==> src/rtl/elevator_pkg.sv <==
// Shared types and helpers for the 4-floor elevator car controller.
package elevator_pkg;

    localparam int NUM_FLOORS = 4;

    typedef logic [1:0]            floor_t;
    typedef logic [NUM_FLOORS-1:0] calls_t;

    typedef enum logic [1:0] {
        IDLE      = 2'd0,
        MOVE_UP   = 2'd1,
        MOVE_DOWN = 2'd2,
        DOOR_OPEN = 2'd3
    } car_state_t;

    // True when any call is latched for a floor strictly above 'floor'.
    function automatic logic any_above(input calls_t pending, input floor_t floor);
        logic r;
        r = 1'b0;
        for (int i = 0; i < NUM_FLOORS; i++) begin
            if (i > int'(floor)) begin
                r = r | pending[i];
            end
        end
        return r;
    endfunction

    // True when any call is latched for a floor strictly below 'floor'.
    function automatic logic any_below(input calls_t pending, input floor_t floor);
        logic r;
        r = 1'b0;
        for (int i = 0; i < NUM_FLOORS; i++) begin
            if (i < int'(floor)) begin
                r = r | pending[i];
            end
        end
        return r;
    endfunction

    // One-hot mask selecting the call bit of a floor.
    function automatic calls_t floor_mask(input floor_t floor);
        calls_t m;
        m        = '0;
        m[floor] = 1'b1;
        return m;
    endfunction

endpackage

==> src/rtl/elevator_car_ctrl_dir_arb.sv <==
// SCAN direction arbiter: decides serve / go up / go down for a given floor.
// Purely combinational so the priority policy can be exercised on its own.
module elevator_dir_arb
    import elevator_pkg::*;
(
    input  logic [NUM_FLOORS-1:0] pend_nxt,
    input  logic [1:0]            floor,
    input  logic                  dir_up,
    output logic                  go_up,
    output logic                  go_down,
    output logic                  serve_here
);

    logic above;
    logic below;

    // Serving the current floor wins; otherwise keep the current sweep
    // direction, and reverse only when nothing is left ahead.
    always_comb begin
        above      = any_above(pend_nxt, floor);
        below      = any_below(pend_nxt, floor);
        serve_here = pend_nxt[floor];
        go_up      = 1'b0;
        go_down    = 1'b0;
        if (!serve_here) begin
            if (dir_up) begin
                go_up   = above;
                go_down = !above && below;
            end else begin
                go_down = below;
                go_up   = !below && above;
            end
        end
    end

endmodule

==> src/rtl/elevator_car_ctrl.sv <==
// Car position and door controller for a 4-floor elevator.
// Latches calls, moves one floor per TRAVEL_CYCLES using SCAN ordering and
// opens the door for DOOR_CYCLES at every served floor. floor_sel and door
// feed the floor/door display directly.
module elevator_car_ctrl
    import elevator_pkg::*;
#(
    parameter int TRAVEL_CYCLES = 8,
    parameter int DOOR_CYCLES   = 6
) (
    input  logic                  clk,
    input  logic                  rst_n,
    input  logic [NUM_FLOORS-1:0] call_req,
    input  logic                  door_hold,
    output logic [1:0]            floor_sel,
    output logic                  door,
    output logic                  moving_up,
    output logic                  moving_down,
    output logic [NUM_FLOORS-1:0] pending
);

    localparam int MAX_CYCLES = (TRAVEL_CYCLES > DOOR_CYCLES) ? TRAVEL_CYCLES : DOOR_CYCLES;
    localparam int TIMER_W    = $clog2(MAX_CYCLES);

    localparam logic [TIMER_W-1:0] TRAVEL_RELOAD = TIMER_W'(TRAVEL_CYCLES - 1);
    localparam logic [TIMER_W-1:0] DOOR_RELOAD   = TIMER_W'(DOOR_CYCLES - 1);
    localparam logic [TIMER_W-1:0] TIMER_ONE     = TIMER_W'(1);

    car_state_t           state;
    car_state_t           state_nxt;
    logic [TIMER_W-1:0]   timer;
    logic [TIMER_W-1:0]   timer_nxt;
    floor_t               floor_nxt;
    calls_t               pending_nxt;
    logic                 dir_up;
    logic                 dir_nxt;

    calls_t               pend_nxt;
    logic                 moving;
    logic                 arrive;
    floor_t               arb_floor;
    logic                 go_up;
    logic                 go_down;
    logic                 serve_here;
    logic                 continue_move;
    logic                 dwell_reload;

    // New calls join the latched set in the same cycle they are seen.
    assign pend_nxt = pending | call_req;

    // While moving, the arbiter looks at the floor being arrived at so the
    // serve/continue/stop decision is taken on the same edge as the step.
    always_comb begin
        moving    = (state == MOVE_UP) || (state == MOVE_DOWN);
        arrive    = moving && (timer == '0);
        arb_floor = floor_sel;
        if (arrive) begin
            arb_floor = (state == MOVE_UP) ? floor_t'(floor_sel + 2'd1)
                                           : floor_t'(floor_sel - 2'd1);
        end
    end

    elevator_dir_arb u_dir_arb (
        .pend_nxt   (pend_nxt),
        .floor      (arb_floor),
        .dir_up     (dir_up),
        .go_up      (go_up),
        .go_down    (go_down),
        .serve_here (serve_here)
    );

    // Helper terms: keep sweeping in the current direction, or extend the dwell.
    always_comb begin
        continue_move = (state == MOVE_UP) ? go_up : go_down;
        dwell_reload  = door_hold || serve_here;
    end

    // State register.
    always_ff @(posedge clk or negedge rst_n) begin
        if (!rst_n) begin
            state <= IDLE;
        end else begin
            state <= state_nxt;
        end
    end

    // Next-state logic.
    always_comb begin
        state_nxt = state;
        case (state)
            IDLE: begin
                if (serve_here) begin
                    state_nxt = DOOR_OPEN;
                end else if (go_up) begin
                    state_nxt = MOVE_UP;
                end else if (go_down) begin
                    state_nxt = MOVE_DOWN;
                end
            end
            MOVE_UP, MOVE_DOWN: begin
                if (arrive) begin
                    if (serve_here) begin
                        state_nxt = DOOR_OPEN;
                    end else if (!continue_move) begin
                        state_nxt = IDLE;
                    end
                end
            end
            DOOR_OPEN: begin
                if (!dwell_reload && (timer == '0)) begin
                    state_nxt = IDLE;
                end
            end
            default: state_nxt = IDLE;
        endcase
    end

    // Outputs decoded from the state; door and motion are mutually exclusive.
    always_comb begin
        door        = 1'b0;
        moving_up   = 1'b0;
        moving_down = 1'b0;
        case (state)
            MOVE_UP:   moving_up   = 1'b1;
            MOVE_DOWN: moving_down = 1'b1;
            DOOR_OPEN: door        = 1'b1;
            default: ;
        endcase
    end

    // Datapath next values: timer, floor, latched calls and sweep direction.
    always_comb begin
        timer_nxt   = timer;
        floor_nxt   = floor_sel;
        pending_nxt = pend_nxt;
        dir_nxt     = dir_up;
        case (state)
            IDLE: begin
                timer_nxt = '0;
                if (serve_here) begin
                    pending_nxt = pend_nxt & ~floor_mask(floor_sel);
                    timer_nxt   = DOOR_RELOAD;
                end else if (go_up) begin
                    timer_nxt = TRAVEL_RELOAD;
                    dir_nxt   = 1'b1;
                end else if (go_down) begin
                    timer_nxt = TRAVEL_RELOAD;
                    dir_nxt   = 1'b0;
                end
            end
            MOVE_UP, MOVE_DOWN: begin
                if (!arrive) begin
                    timer_nxt = timer - TIMER_ONE;
                end else begin
                    floor_nxt = arb_floor;
                    if (serve_here) begin
                        pending_nxt = pend_nxt & ~floor_mask(arb_floor);
                        timer_nxt   = DOOR_RELOAD;
                    end else if (continue_move) begin
                        timer_nxt = TRAVEL_RELOAD;
                    end else begin
                        timer_nxt = '0;
                    end
                end
            end
            DOOR_OPEN: begin
                // A call for the open floor is absorbed by the dwell, never latched.
                pending_nxt = pend_nxt & ~floor_mask(floor_sel);
                if (dwell_reload) begin
                    timer_nxt = DOOR_RELOAD;
                end else if (timer != '0) begin
                    timer_nxt = timer - TIMER_ONE;
                end else begin
                    timer_nxt = '0;
                end
            end
            default: begin
                timer_nxt = '0;
            end
        endcase
    end

    // Datapath registers.
    always_ff @(posedge clk or negedge rst_n) begin
        if (!rst_n) begin
            timer     <= '0;
            floor_sel <= '0;
            pending   <= '0;
            dir_up    <= 1'b1;
        end else begin
            timer     <= timer_nxt;
            floor_sel <= floor_nxt;
            pending   <= pending_nxt;
            dir_up    <= dir_nxt;
        end
    end

endmodule

==> config.mk <==
export PLATFORM = sky130hd
export DESIGN_NAME = elevator_car_ctrl
export DESIGN_NICKNAME = d
export VERILOG_FILES = /design/src/rtl/elevator_pkg.sv /design/src/rtl/elevator_car_ctrl_dir_arb.sv /design/src/rtl/elevator_car_ctrl.sv
export SDC_FILE = /design/constraint.sdc
export NUM_CORES = 1
export LEC_CHECK = 0
export BUFFER_PORTS_ARGS = -buffer_cell sky130_fd_sc_hd__buf_2
export CAP_MARGIN = 30
export CELL_PAD_IN_SITES_DETAIL_PLACEMENT = 0
export CELL_PAD_IN_SITES_GLOBAL_PLACEMENT = 1
export CORE_MARGIN = 1
export CORE_UTILIZATION = 35
export DETAILED_ROUTE_END_ITERATION = 10
export GPL_TIMING_DRIVEN = 0
export PLACE_DENSITY = 0.73
export SYNTH_ARGS = -nofsm -noshare
export SYNTH_HDL_FRONTEND = slang
export SYNTH_SLANG_ARGS = --single-unit
==> constraint.sdc <==
create_clock -name clk -period 3.7 [get_ports clk]
set_clock_uncertainty 0.05 [all_clocks]
set_input_delay 0.185 -clock clk [delete_from_list [all_inputs] [get_ports clk]]
set_output_delay 0.185 -clock clk [all_outputs]
set_load 0.005 [all_outputs]
==> impl_results.html, run 1 <==
<table>
<tr><th>Metric</th><th>Value</th></tr>
<tr><th colspan="2">Job</th></tr>
<tr><td>Number of max-capacitance violations reported</td><td>0</td></tr>
<tr><th colspan="2">Synthesis</th></tr>
<tr><td>Async set or reset register ratio after synthesis</td><td>100%</td></tr>
<tr><td>Largest cells by area after synthesis</td><td>sky130_fd_sc_hd__dfrtp_1, sky130_fd_sc_hd__ha_1, sky130_fd_sc_hd__nor2_1, sky130_fd_sc_hd__a21oi_1, sky130_fd_sc_hd__o21ai_0</td></tr>
<tr><td>Post-synthesis area per instance</td><td>8.20 um^2</td></tr>
<tr><td>Number of different library cells in the post-synthesis netlist</td><td>50</td></tr>
<tr><td>Area share of fa/ha/maj cells after synthesis</td><td>9.11%</td></tr>
<tr><td>Synthesized-area fraction occupied by and/or/nand/nor cells</td><td>26.3%</td></tr>
<tr><td>Synth Warn #</td><td>0</td></tr>
<tr><td>Post-synthesis cell type with the largest combined area</td><td>sky130_fd_sc_hd__dfrtp_1</td></tr>
<tr><td>Fraction of post-synthesis cell area in the top cell type by area</td><td>25.1%</td></tr>
<tr><td>Mapped cell area</td><td>0.00110 mm^2</td></tr>
<tr><td>Compound-Gate Fraction of Synth Area</td><td>25.3%</td></tr>
<tr><td>Sequential share of the synthesized area</td><td>27.4%</td></tr>
<tr><td>Post-Synth XOR/XNOR Area</td><td>2.39%</td></tr>
<tr><td>Main combinational cell family by area after synthesis</td><td>simple AND/OR/NAND/NOR gates</td></tr>
<tr><td>#FFs+latches synth</td><td>12</td></tr>
<tr><td>Multiplexer share of the synthesized area</td><td>3.30%</td></tr>
<tr><td>Post-synthesis instance total</td><td>134</td></tr>
<tr><td>Number of enable flip-flop cells after synthesis</td><td>0</td></tr>
<tr><td>Dominant register cell in the synthesized netlist</td><td>sky130_fd_sc_hd__dfrtp_1</td></tr>
<tr><td>Post-synthesis net count</td><td>149</td></tr>
<tr><th colspan="2">Worst setup path</th></tr>
<tr><td>Highest net fanout along the worst path</td><td>8</td></tr>
<tr><td>End of the critical path</td><td>state[1]</td></tr>
<tr><td>Maximum single-stage delay on the critical path</td><td>410 ps</td></tr>
<tr><td>Worst setup path start</td><td>state[0]</td></tr>
<tr><td>Critical path, cell by cell</td><td>inv_1 &gt; ha_1 &gt; buf_4 &gt; a21boi_0 &gt; o31ai_1 &gt; a32oi_1 &gt; nor2b_1 &gt; o32a_1 &gt; o21ai_2 &gt; mux2_4</td></tr>
<tr><td>Critical R2R Capture</td><td>state[1]</td></tr>
<tr><td>CP Capture Type</td><td>flop</td></tr>
<tr><td>Levels on crit path</td><td>10</td></tr>
<tr><td>Worst reg2reg path startpoint</td><td>state[0]</td></tr>
<tr><td>Required time of the worst setup path</td><td>3810 ps</td></tr>
<tr><td>Crit path DAT</td><td>3160 ps</td></tr>
<tr><td>Cell type group with the largest total delay on the critical path</td><td>compound AO/OA/AOI/OAI gates</td></tr>
<tr><td>Crit path launch type</td><td>flop</td></tr>
<tr><td>Critical Setup Path Class</td><td>flop to flop</td></tr>
<tr><td>Worst path buffer plus inverter count</td><td>2</td></tr>
<tr><td>Number of cells traversed by the worst register-to-register path</td><td>10</td></tr>
<tr><td>Minimum setup slack among reg-to-reg paths</td><td>640 ps</td></tr>
<tr><td>Critical-path top delay cell</td><td>sky130_fd_sc_hd__a32oi_1</td></tr>
<tr><th colspan="2">Timing</th></tr>
<tr><td>Final Max Tran Viols</td><td>0</td></tr>
<tr><td>Unrepaired setup endpoints after global routing</td><td>no</td></tr>
<tr><td>Actual transition at the worst max-transition pin</td><td>463 ps</td></tr>
<tr><td>Crit share post-route</td><td>82.7%</td></tr>
<tr><td>Hold Violations, Final</td><td>0</td></tr>
<tr><td>Setup-violating endpoint count in the final report</td><td>0</td></tr>
<tr><td>Total negative slack</td><td>0 ps</td></tr>
<tr><td>Final critical path time including I/O delays and setup</td><td>3060 ps</td></tr>
<tr><td>Relative slew margins</td><td>69.1%</td></tr>
<tr><td>Achievable Freq</td><td>327 MHz</td></tr>
<tr><td>Final worst-path setup slack</td><td>641 ps</td></tr>
<tr><th colspan="2">Route</th></tr>
<tr><td>DR vias/cell</td><td>5.68</td></tr>
<tr><td>Average wire per cell in the routed design</td><td>14.6 um</td></tr>
<tr><td>Total wire length</td><td>2710 um</td></tr>
<tr><td>Drt drc</td><td>0</td></tr>
<tr><td>Detailed router's first-iteration violation count</td><td>26</td></tr>
<tr><td>Number of detailed-route iterations in the first pass</td><td>4</td></tr>
<tr><td>Via total after detailed routing</td><td>1,050</td></tr>
<tr><td>Number of antenna-violating nets in the routed design</td><td>0</td></tr>
<tr><th colspan="2">Worst hold path</th></tr>
<tr><td>Min-Delay Path Depth</td><td>3</td></tr>
<tr><td>Hold Crit Class</td><td>input pin to flop</td></tr>
<tr><th colspan="2">Outcome</th></tr>
<tr><td>Result of the run</td><td>finished, final reports clean</td></tr>
<tr><th colspan="2">Floorplanning</th></tr>
<tr><td>Floorplan die area</td><td>0.00337 mm^2</td></tr>
<tr><td>Placement row count</td><td>19</td></tr>
<tr><td>Die width</td><td>58.0 um</td></tr>
<tr><td>Y dimension of the die</td><td>58.0 um</td></tr>
<tr><td>Io pins</td><td>16</td></tr>
<tr><td>Core Box Area</td><td>0.00285 mm^2</td></tr>
<tr><td>Initial standard-cell utilization of the core</td><td>38.5%</td></tr>
<tr><th colspan="2">Power and ir drop</th></tr>
<tr><td>Worst vdd ir</td><td>0.424 mV</td></tr>
<tr><td>Overall power of the completed layout</td><td>1.37 mW</td></tr>
<tr><td>Leakage component of the power</td><td>0.579 nW</td></tr>
<tr><td>Cell Pwr Density</td><td>1100 mW/mm^2</td></tr>
<tr><th colspan="2">Global route</th></tr>
<tr><td>Largest net degree at the start of global routing</td><td>13</td></tr>
<tr><td>Vias in the first global route</td><td>1,000</td></tr>
<tr><td>Global-route wire length before repair</td><td>4710 um</td></tr>
<tr><td>Number of antenna violations at the first check in global routing</td><td>0</td></tr>
<tr><td>Overall fraction of global-route tracks in use</td><td>18.3%</td></tr>
<tr><td>Remaining global-route overflow</td><td>0</td></tr>
<tr><th colspan="2">Placement</th></tr>
<tr><td>Post-detail-place hpwl</td><td>2050 um</td></tr>
<tr><td>Port Buffer Count</td><td>15</td></tr>
<tr><td>Pre-CTS worst setup slack</td><td>678 ps</td></tr>
<tr><td>Number of cells in the design after placement</td><td>180</td></tr>
<tr><td>Final Wtd Congestion</td><td>0.841</td></tr>
<tr><th colspan="2">Final layout</th></tr>
<tr><td>Post-route insts no fill</td><td>185</td></tr>
<tr><td>Number of diodes added for antenna fixing</td><td>0</td></tr>
<tr><td>Area delta synth-&gt;final</td><td>13.7%</td></tr>
<tr><td>Fraction of layout cells with a size suffix above 1</td><td>20.1%</td></tr>
<tr><td>Fill cell instance count of the final layout</td><td>297</td></tr>
<tr><td>Commonest cells after routing, fill and taps aside</td><td>sky130_fd_sc_hd__buf_2, sky130_fd_sc_hd__nor2_1, sky130_fd_sc_hd__dfrtp_1</td></tr>
<tr><td>Nets</td><td>170</td></tr>
<tr><td>Leading cell type in the layout, fill and taps excluded</td><td>sky130_fd_sc_hd__buf_2</td></tr>
<tr><th colspan="2">Clock tree</th></tr>
<tr><td>Root Buffer Master</td><td>sky130_fd_sc_hd__clkbuf_4</td></tr>
<tr><td>Number of sinks driven by the clock tree</td><td>12</td></tr>
<tr><td>Cts hold-fix bufs</td><td>1</td></tr>
<tr><td>Resized Gates After CTS</td><td>0</td></tr>
<tr><td>Insertion delay of the later-clocked pin in the worst-skew pair</td><td>280 ps</td></tr>
<tr><td>Clock tree from TritonCTS</td><td>built</td></tr>
<tr><td>Clock tree buffer depth</td><td>2</td></tr>
<tr><td>Clock slew at the register clock pins of the worst setup and hold paths</td><td>90 ps</td></tr>
<tr><td>Post-CTS setup-driven buffer insertion count</td><td>0</td></tr>
<tr><td>Number of buffers inserted during clock tree synthesis</td><td>3</td></tr>
<tr><td>Number of levels the H-tree was split into</td><td>1</td></tr>
</table>
-- metal layers --
metal	wire, um	up-vias	GRT usage, %	part of all wire [%]
met5	0	-	0	0
met2	1250	21	27.4	46
met1	1350	504	25.9	50
met4	17	0	9.52	0.63
li1	-	523	-	-
met3	86	2	2.23	3.2
-- logic make-up after synthesis --
logic type	count (synthesis)
AND/OR/NAND/NOR	52
flip-flops	12
AO/OA/AOI/OAI	40
XOR/XNOR	3
adder cells (fa/ha/maj)	8
buffers and inverters	16
multiplexers	3
-- through the flow --
step | area (um^2) | hold slack [ps] | util (%)
2_1_floorplan | 1100 | -161 | -
3_3_place_gp | 1210 | 40.2 | 42.5
3_5_place_dp | 1210 | 46.2 | 42.5
4_1_cts | 1250 | 150 | 43.8
5_1_grt | 1250 | 181 | 43.8
6_report | 1250 | 150 | 43.8
-- worst min-delay path by stage --
stage                 from      endpoint  slack, ps
2_1_floorplan        rst_n  floor_sel[0]       -160
3_3_place_gp         rst_n    pending[1]         40
3_5_place_dp         rst_n    pending[1]         50
4_1_cts        call_req[2]    pending[2]        150
5_1_grt        call_req[2]    pending[2]        180
6_report       call_req[2]    pending[2]        150
-- final cells by class --
type	count	area, um^2	share of cell area, %
repair buffers	16	85.1	6.81
flip-flops and latches	12	302	24.1
multi-input cells	106	729	58.4
inverters	8	30.0	2.40
plain buffers	8	37.5	3.01
clock buffers	4	26.3	2.10
well taps	31	38.8	3.11
-- worst register-to-register path, cell delays in order (launching register included) --
cell,delay [ps]
sky130_fd_sc_hd__dfrtp_1,400
sky130_fd_sc_hd__inv_1,130
sky130_fd_sc_hd__ha_1,250
sky130_fd_sc_hd__buf_4,170
sky130_fd_sc_hd__a21boi_0,380
sky130_fd_sc_hd__o31ai_1,120
sky130_fd_sc_hd__a32oi_1,410
sky130_fd_sc_hd__nor2b_1,90
sky130_fd_sc_hd__o32a_1,390
sky130_fd_sc_hd__o21ai_2,230
sky130_fd_sc_hd__mux2_4,320
-- Yosys cell counts, types with 3 or more instances --
library cell and number:
sky130_fd_sc_hd__dfrtp_1 11, sky130_fd_sc_hd__a21oi_1 9, sky130_fd_sc_hd__nand3_1 5, sky130_fd_sc_hd__buf_2 3, sky130_fd_sc_hd__inv_1 8, sky130_fd_sc_hd__o31ai_1 3
sky130_fd_sc_hd__nand2b_1 4, sky130_fd_sc_hd__nand3b_1 3, sky130_fd_sc_hd__ha_1 8, sky130_fd_sc_hd__nand2_1 7, sky130_fd_sc_hd__o21ai_0 7, sky130_fd_sc_hd__nor2_1 17
sky130_fd_sc_hd__clkbuf_1 4
-- report_power, final --
part | leakage (nW) | switching (mW) | total (mW) | internal, mW
logic | 0.423 | 0.598 | 1.03 | 0.427
registers | 0.141 | 0.0513 | 0.258 | 0.207
clock network | 0.0150 | 0.0477 | 0.0894 | 0.0417
total | 0.579 | 0.697 | 1.37 | 0.676
-- registers in the layout (all words and copies together), names as in the netlist --
name,flops
dir_up,1
floor_sel,2
pending,4
state,2
timer,3
Note: power is estimated with default switching activity, not from simulation.
==> inputs of run 2 (changes only) <==
--- a/config.mk
+++ b/config.mk
@@ -13,7 +13,7 @@
 export CORE_UTILIZATION = 35
 export DETAILED_ROUTE_END_ITERATION = 10
 export GPL_TIMING_DRIVEN = 0
-export PLACE_DENSITY = 0.73
+export PLACE_DENSITY = 0.75
 export SYNTH_ARGS = -nofsm -noshare
 export SYNTH_HDL_FRONTEND = slang
 export SYNTH_SLANG_ARGS = --single-unit
==> constraint.sdc (replaced) <==
create_clock -name clk -period 2.5 [get_ports clk]
set_clock_uncertainty 0.05 [all_clocks]
set_input_delay 0.125 -clock clk [delete_from_list [all_inputs] [get_ports clk]]
set_output_delay 0.125 -clock clk [all_outputs]
set_load 0.005 [all_outputs]
==> run 2 against run 1 <==
Compared with the run above: the run now ends with setup timing left; core utilization grew 7.8 points; combinational power grew 89%; setup slack lost 820 ps; worst hold slack lost 63 ps; flip-flop and latch count is the same; global-route usage grew 1.1 points; final area grew 18%; final cell count grew 9.2%; wire length grew 15%; critical path type unchanged; critical endpoint unchanged.
==> impl_results.html, run 2 (synthesized netlist as in run 1, its figures left out) <==
<table>
<tr><th>Metric</th><th>Value</th></tr>
<tr><th colspan="2">Route</th></tr>
<tr><td>Uppermost layer routed</td><td>met4</td></tr>
<tr><td>M1 WL</td><td>1360 um (+0.89%)</td></tr>
<tr><td>Average wire per cell in the routed design</td><td>15.5 um (+5.5%)</td></tr>
<tr><td>Total met2 wirelength after detailed routing</td><td>1550 um (+23%)</td></tr>
<tr><td>DR vias/cell</td><td>5.63 (-0.83%)</td></tr>
<tr><td>Via total after detailed routing</td><td>1,137 (+8.3%)</td></tr>
<tr><td>Drt drc</td><td>0 (unchanged)</td></tr>
<tr><td>Number of detailed-route iterations in the first pass</td><td>4 (unchanged)</td></tr>
<tr><td>Met3 routed wirelength</td><td>175 um (+100%)</td></tr>
<tr><td>Detailed router's first-iteration violation count</td><td>19 (-27%)</td></tr>
<tr><td>Total wire length</td><td>3120 um (+15%)</td></tr>
<tr><td>Number of antenna-violating nets in the routed design</td><td>0 (unchanged)</td></tr>
<tr><th colspan="2">Outcome</th></tr>
<tr><td>Violations in the final reports</td><td>setup timing</td></tr>
<tr><td>Result of the run</td><td>complete, but fails checks</td></tr>
<tr><th colspan="2">Placement</th></tr>
<tr><td>Port Buffer Count</td><td>15 (unchanged)</td></tr>
<tr><td>Pre-CTS worst setup slack</td><td>-366 ps (-1040 ps)</td></tr>
<tr><td>Post-detail-place hpwl</td><td>2080 um (+1.9%)</td></tr>
<tr><td>Final Wtd Congestion</td><td>0.798 (-5.0%)</td></tr>
<tr><th colspan="2">Worst setup path</th></tr>
<tr><td>Worst path buffer plus inverter count</td><td>1 (-1)</td></tr>
<tr><td>CP Capture Type</td><td>flop</td></tr>
<tr><td>Critical-path top delay cell</td><td>sky130_fd_sc_hd__a221o_1</td></tr>
<tr><td>Highest net fanout along the worst path</td><td>5 (-3)</td></tr>
<tr><td>Crit path DAT</td><td>2800 ps (-360 ps)</td></tr>
<tr><td>Cell type group with the largest total delay on the critical path</td><td>compound AO/OA/AOI/OAI gates</td></tr>
<tr><td>Required time of the worst setup path</td><td>2630 ps (-1180 ps)</td></tr>
<tr><td>Maximum single-stage delay on the critical path</td><td>430 ps (+20 ps)</td></tr>
<tr><td>Crit path launch type</td><td>flop</td></tr>
<tr><td>Critical Setup Path Class</td><td>flop to flop</td></tr>
<tr><td>Critical path, cell by cell</td><td>inv_2 &gt; ha_4 &gt; nand2_4 &gt; or3_4 &gt; a221o_1 &gt; and3_4 &gt; a211oi_2 &gt; o21ai_2 &gt; mux2_4</td></tr>
<tr><th colspan="2">Floorplanning</th></tr>
<tr><td>Placement row count</td><td>19 (unchanged)</td></tr>
<tr><td>Die width</td><td>58.0 um (unchanged)</td></tr>
<tr><td>Io pins</td><td>16 (unchanged)</td></tr>
<tr><td>Y dimension of the die</td><td>58.0 um (unchanged)</td></tr>
<tr><td>Floorplan die area</td><td>0.00337 mm^2 (unchanged)</td></tr>
<tr><td>Core Box Area</td><td>0.00285 mm^2 (unchanged)</td></tr>
<tr><td>Initial standard-cell utilization of the core</td><td>38.5% (unchanged)</td></tr>
<tr><th colspan="2">Timing</th></tr>
<tr><td>Relative slew margins</td><td>67.7% (-1.5 points)</td></tr>
<tr><td>Actual transition at the worst max-transition pin</td><td>485 ps (+21.9 ps)</td></tr>
<tr><td>Total negative slack</td><td>-696 ps (-696 ps)</td></tr>
<tr><td>Achievable Freq</td><td>374 MHz (+14%)</td></tr>
<tr><td>Setup-violating endpoint count in the final report</td><td>5 (+5)</td></tr>
<tr><td>Crit share post-route</td><td>107% (+24 points)</td></tr>
<tr><td>Final worst-path setup slack</td><td>-175 ps (-816 ps)</td></tr>
<tr><td>Hold Violations, Final</td><td>0 (unchanged)</td></tr>
<tr><td>Unrepaired setup endpoints after global routing</td><td>yes</td></tr>
<tr><td>Final critical path time including I/O delays and setup</td><td>2680 ps (-384 ps)</td></tr>
<tr><td>Final Max Tran Viols</td><td>0 (unchanged)</td></tr>
<tr><th colspan="2">Final layout</th></tr>
<tr><td>Number of diodes added for antenna fixing</td><td>0 (unchanged)</td></tr>
<tr><td>Fin util</td><td>51.5% (+7.8 points)</td></tr>
<tr><td>Most flop-heavy register</td><td>pending</td></tr>
<tr><td>Fraction of layout cells with a size suffix above 1</td><td>36.3% (+16 points)</td></tr>
<tr><td>Leading cell type in the layout, fill and taps excluded</td><td>sky130_fd_sc_hd__buf_4</td></tr>
<tr><td>Max reg flops</td><td>4 (unchanged)</td></tr>
<tr><td>Area delta synth-&gt;final</td><td>33.8%</td></tr>
<tr><td>Commonest cells after routing, fill and taps aside</td><td>sky130_fd_sc_hd__buf_4, sky130_fd_sc_hd__buf_2, sky130_fd_sc_hd__nor2_1</td></tr>
<tr><td>Regs by FF count</td><td>pending (4), timer (3)</td></tr>
<tr><td>Nets</td><td>187 (+10%)</td></tr>
<tr><th colspan="2">Global route</th></tr>
<tr><td>Global-route wire length before repair</td><td>4860 um (+3.2%)</td></tr>
<tr><td>Number of antenna violations at the first check in global routing</td><td>0 (unchanged)</td></tr>
<tr><td>Overall fraction of global-route tracks in use</td><td>19.4% (+1.1 points)</td></tr>
<tr><td>Largest net degree at the start of global routing</td><td>13 (unchanged)</td></tr>
<tr><td>Vias in the first global route</td><td>1,075 (+7.5%)</td></tr>
<tr><td>Remaining global-route overflow</td><td>0 (unchanged)</td></tr>
<tr><th colspan="2">Clock tree</th></tr>
<tr><td>Number of levels the H-tree was split into</td><td>1 (unchanged)</td></tr>
<tr><td>Clock tree from TritonCTS</td><td>built</td></tr>
<tr><td>Number of sinks driven by the clock tree</td><td>12 (unchanged)</td></tr>
<tr><td>Insertion delay of the later-clocked pin in the worst-skew pair</td><td>290 ps (about the same)</td></tr>
<tr><td>Number of buffers inserted during clock tree synthesis</td><td>3 (unchanged)</td></tr>
<tr><td>Clock tree buffer depth</td><td>2 (unchanged)</td></tr>
<tr><td>Root Buffer Master</td><td>sky130_fd_sc_hd__clkbuf_4</td></tr>
<tr><td>Clock slew at the register clock pins of the worst setup and hold paths</td><td>80 ps (about the same)</td></tr>
<tr><th colspan="2">Power and ir drop</th></tr>
<tr><td>Worst vdd ir</td><td>0.768 mV (+81%)</td></tr>
<tr><td>Overall power of the completed layout</td><td>2.50 mW (+82%)</td></tr>
<tr><td>Relative contribution of combinational cells to total power</td><td>77.9% (+3.2 points)</td></tr>
<tr><td>Internal power</td><td>1.32 mW (+96%)</td></tr>
<tr><td>Cell Pwr Density</td><td>1700 mW/mm^2 (+55%)</td></tr>
<tr><td>Sequential share of power</td><td>15.6% (-3.2 points)</td></tr>
<tr><td>Total net switching power</td><td>1.18 mW (+69%)</td></tr>
<tr><td>Leakage component of the power</td><td>0.665 nW (+15%)</td></tr>
<tr><td>Clk pwr share</td><td>6.6% (about the same)</td></tr>
<tr><td>Switching power share of the total</td><td>47.1% (-3.7 points)</td></tr>
<tr><th colspan="2">Worst hold path</th></tr>
<tr><td>Hold Crit Class</td><td>input pin to flop</td></tr>
<tr><th colspan="2">Job</th></tr>
<tr><td>Number of max-capacitance violations reported</td><td>0 (unchanged)</td></tr>
</table>
-- run 2: cell count changes in the layout (fill, tap and decap cells not counted), moves of 4 or more --
cell / before / now
sky130_fd_sc_hd__buf_4: 1 / 19
sky130_fd_sc_hd__ha_4: 0 / 4
sky130_fd_sc_hd__inv_1: 8 / 4
sky130_fd_sc_hd__ha_1: 8 / 4
sky130_fd_sc_hd__inv_2: 0 / 4
-- run 2: per-stage QoR --
step / hold WS (ps) / cell area [um^2] / std cells
after floorplan: -221 / 1120 / 134
after global placement: -20.0 / 1240 / 180
after detailed placement: -9.87 / 1240 / 180
after CTS: 83.5 / 1420 / 197
after global routing: 96.1 / 1470 / 202
final: 86.3 / 1470 / 202
-- run 2: path summary, 6_finish.rpt --
check / from / endpoint / slack [ps] / depth (start not counted)
max: state[0] / state[1] / -180 / 9
min: call_req[2] / pending[2] / 90 / 3
max reg2reg: state[0] / state[1] / -180 / 9
min reg2reg: dir_up / dir_up / 460 / 2
max in group asynchronous: rst_n / dir_up / 1920 / 2
min in group asynchronous: rst_n / pending[1] / 200 / 2
-- run 2: cell type report --
type | instances | area [um^2]
Fill cell | 293 | 1380
Multi-Input combinational cell | 106 | 810
Sequential cell | 12 | 303
Timing Repair Buffer | 34 | 220
Tap cell | 31 | 38.8
Clock buffer | 4 | 36.3
Buffer | 7 | 32.5
Inverter | 8 | 30.0
-- run 2: routing by layer --
metal  vias up  global-route usage [%]
li1        558                       -
met1       543                    23.8
met2        30                    34.5
met3         6                    4.69
met4         0                    4.08
met5         -                       0
-- run 2: repair_timing --
item	CTS	global route
hold buffers	1	0
gates cloned	0	0
pin swaps	9	4
gates resized for setup	11	3
endpoints found under the hold margin	12	0
setup buffers	13	5
setup endpoints to repair	7	8
-- run 2: power groups by stage --
| stage | registers [mW] | logic (mW) | clock network, mW |
|---|---|---|---|
| 2_1_floorplan | 0.379 | 1.22 | 0 |
| 3_3_place_gp | 0.383 | 1.56 | 0 |
| 3_5_place_dp | 0.387 | 1.57 | 0 |
| 4_1_cts | 0.381 | 1.85 | 0.170 |
| 5_1_grt | 0.403 | 2.15 | 0.182 |
| 6_report | 0.389 | 1.95 | 0.165 |
-- run 2: worst register-to-register path, delay by kind of cell, from the launching register on --
family,cells,cell delay (ps)
DFF,1,420
muxes,1,300
AOI/OAI and AO/OA,3,740
adders and majority gates,1,300
buffers and inverters,1,60
and+or+nand+nor,3,680
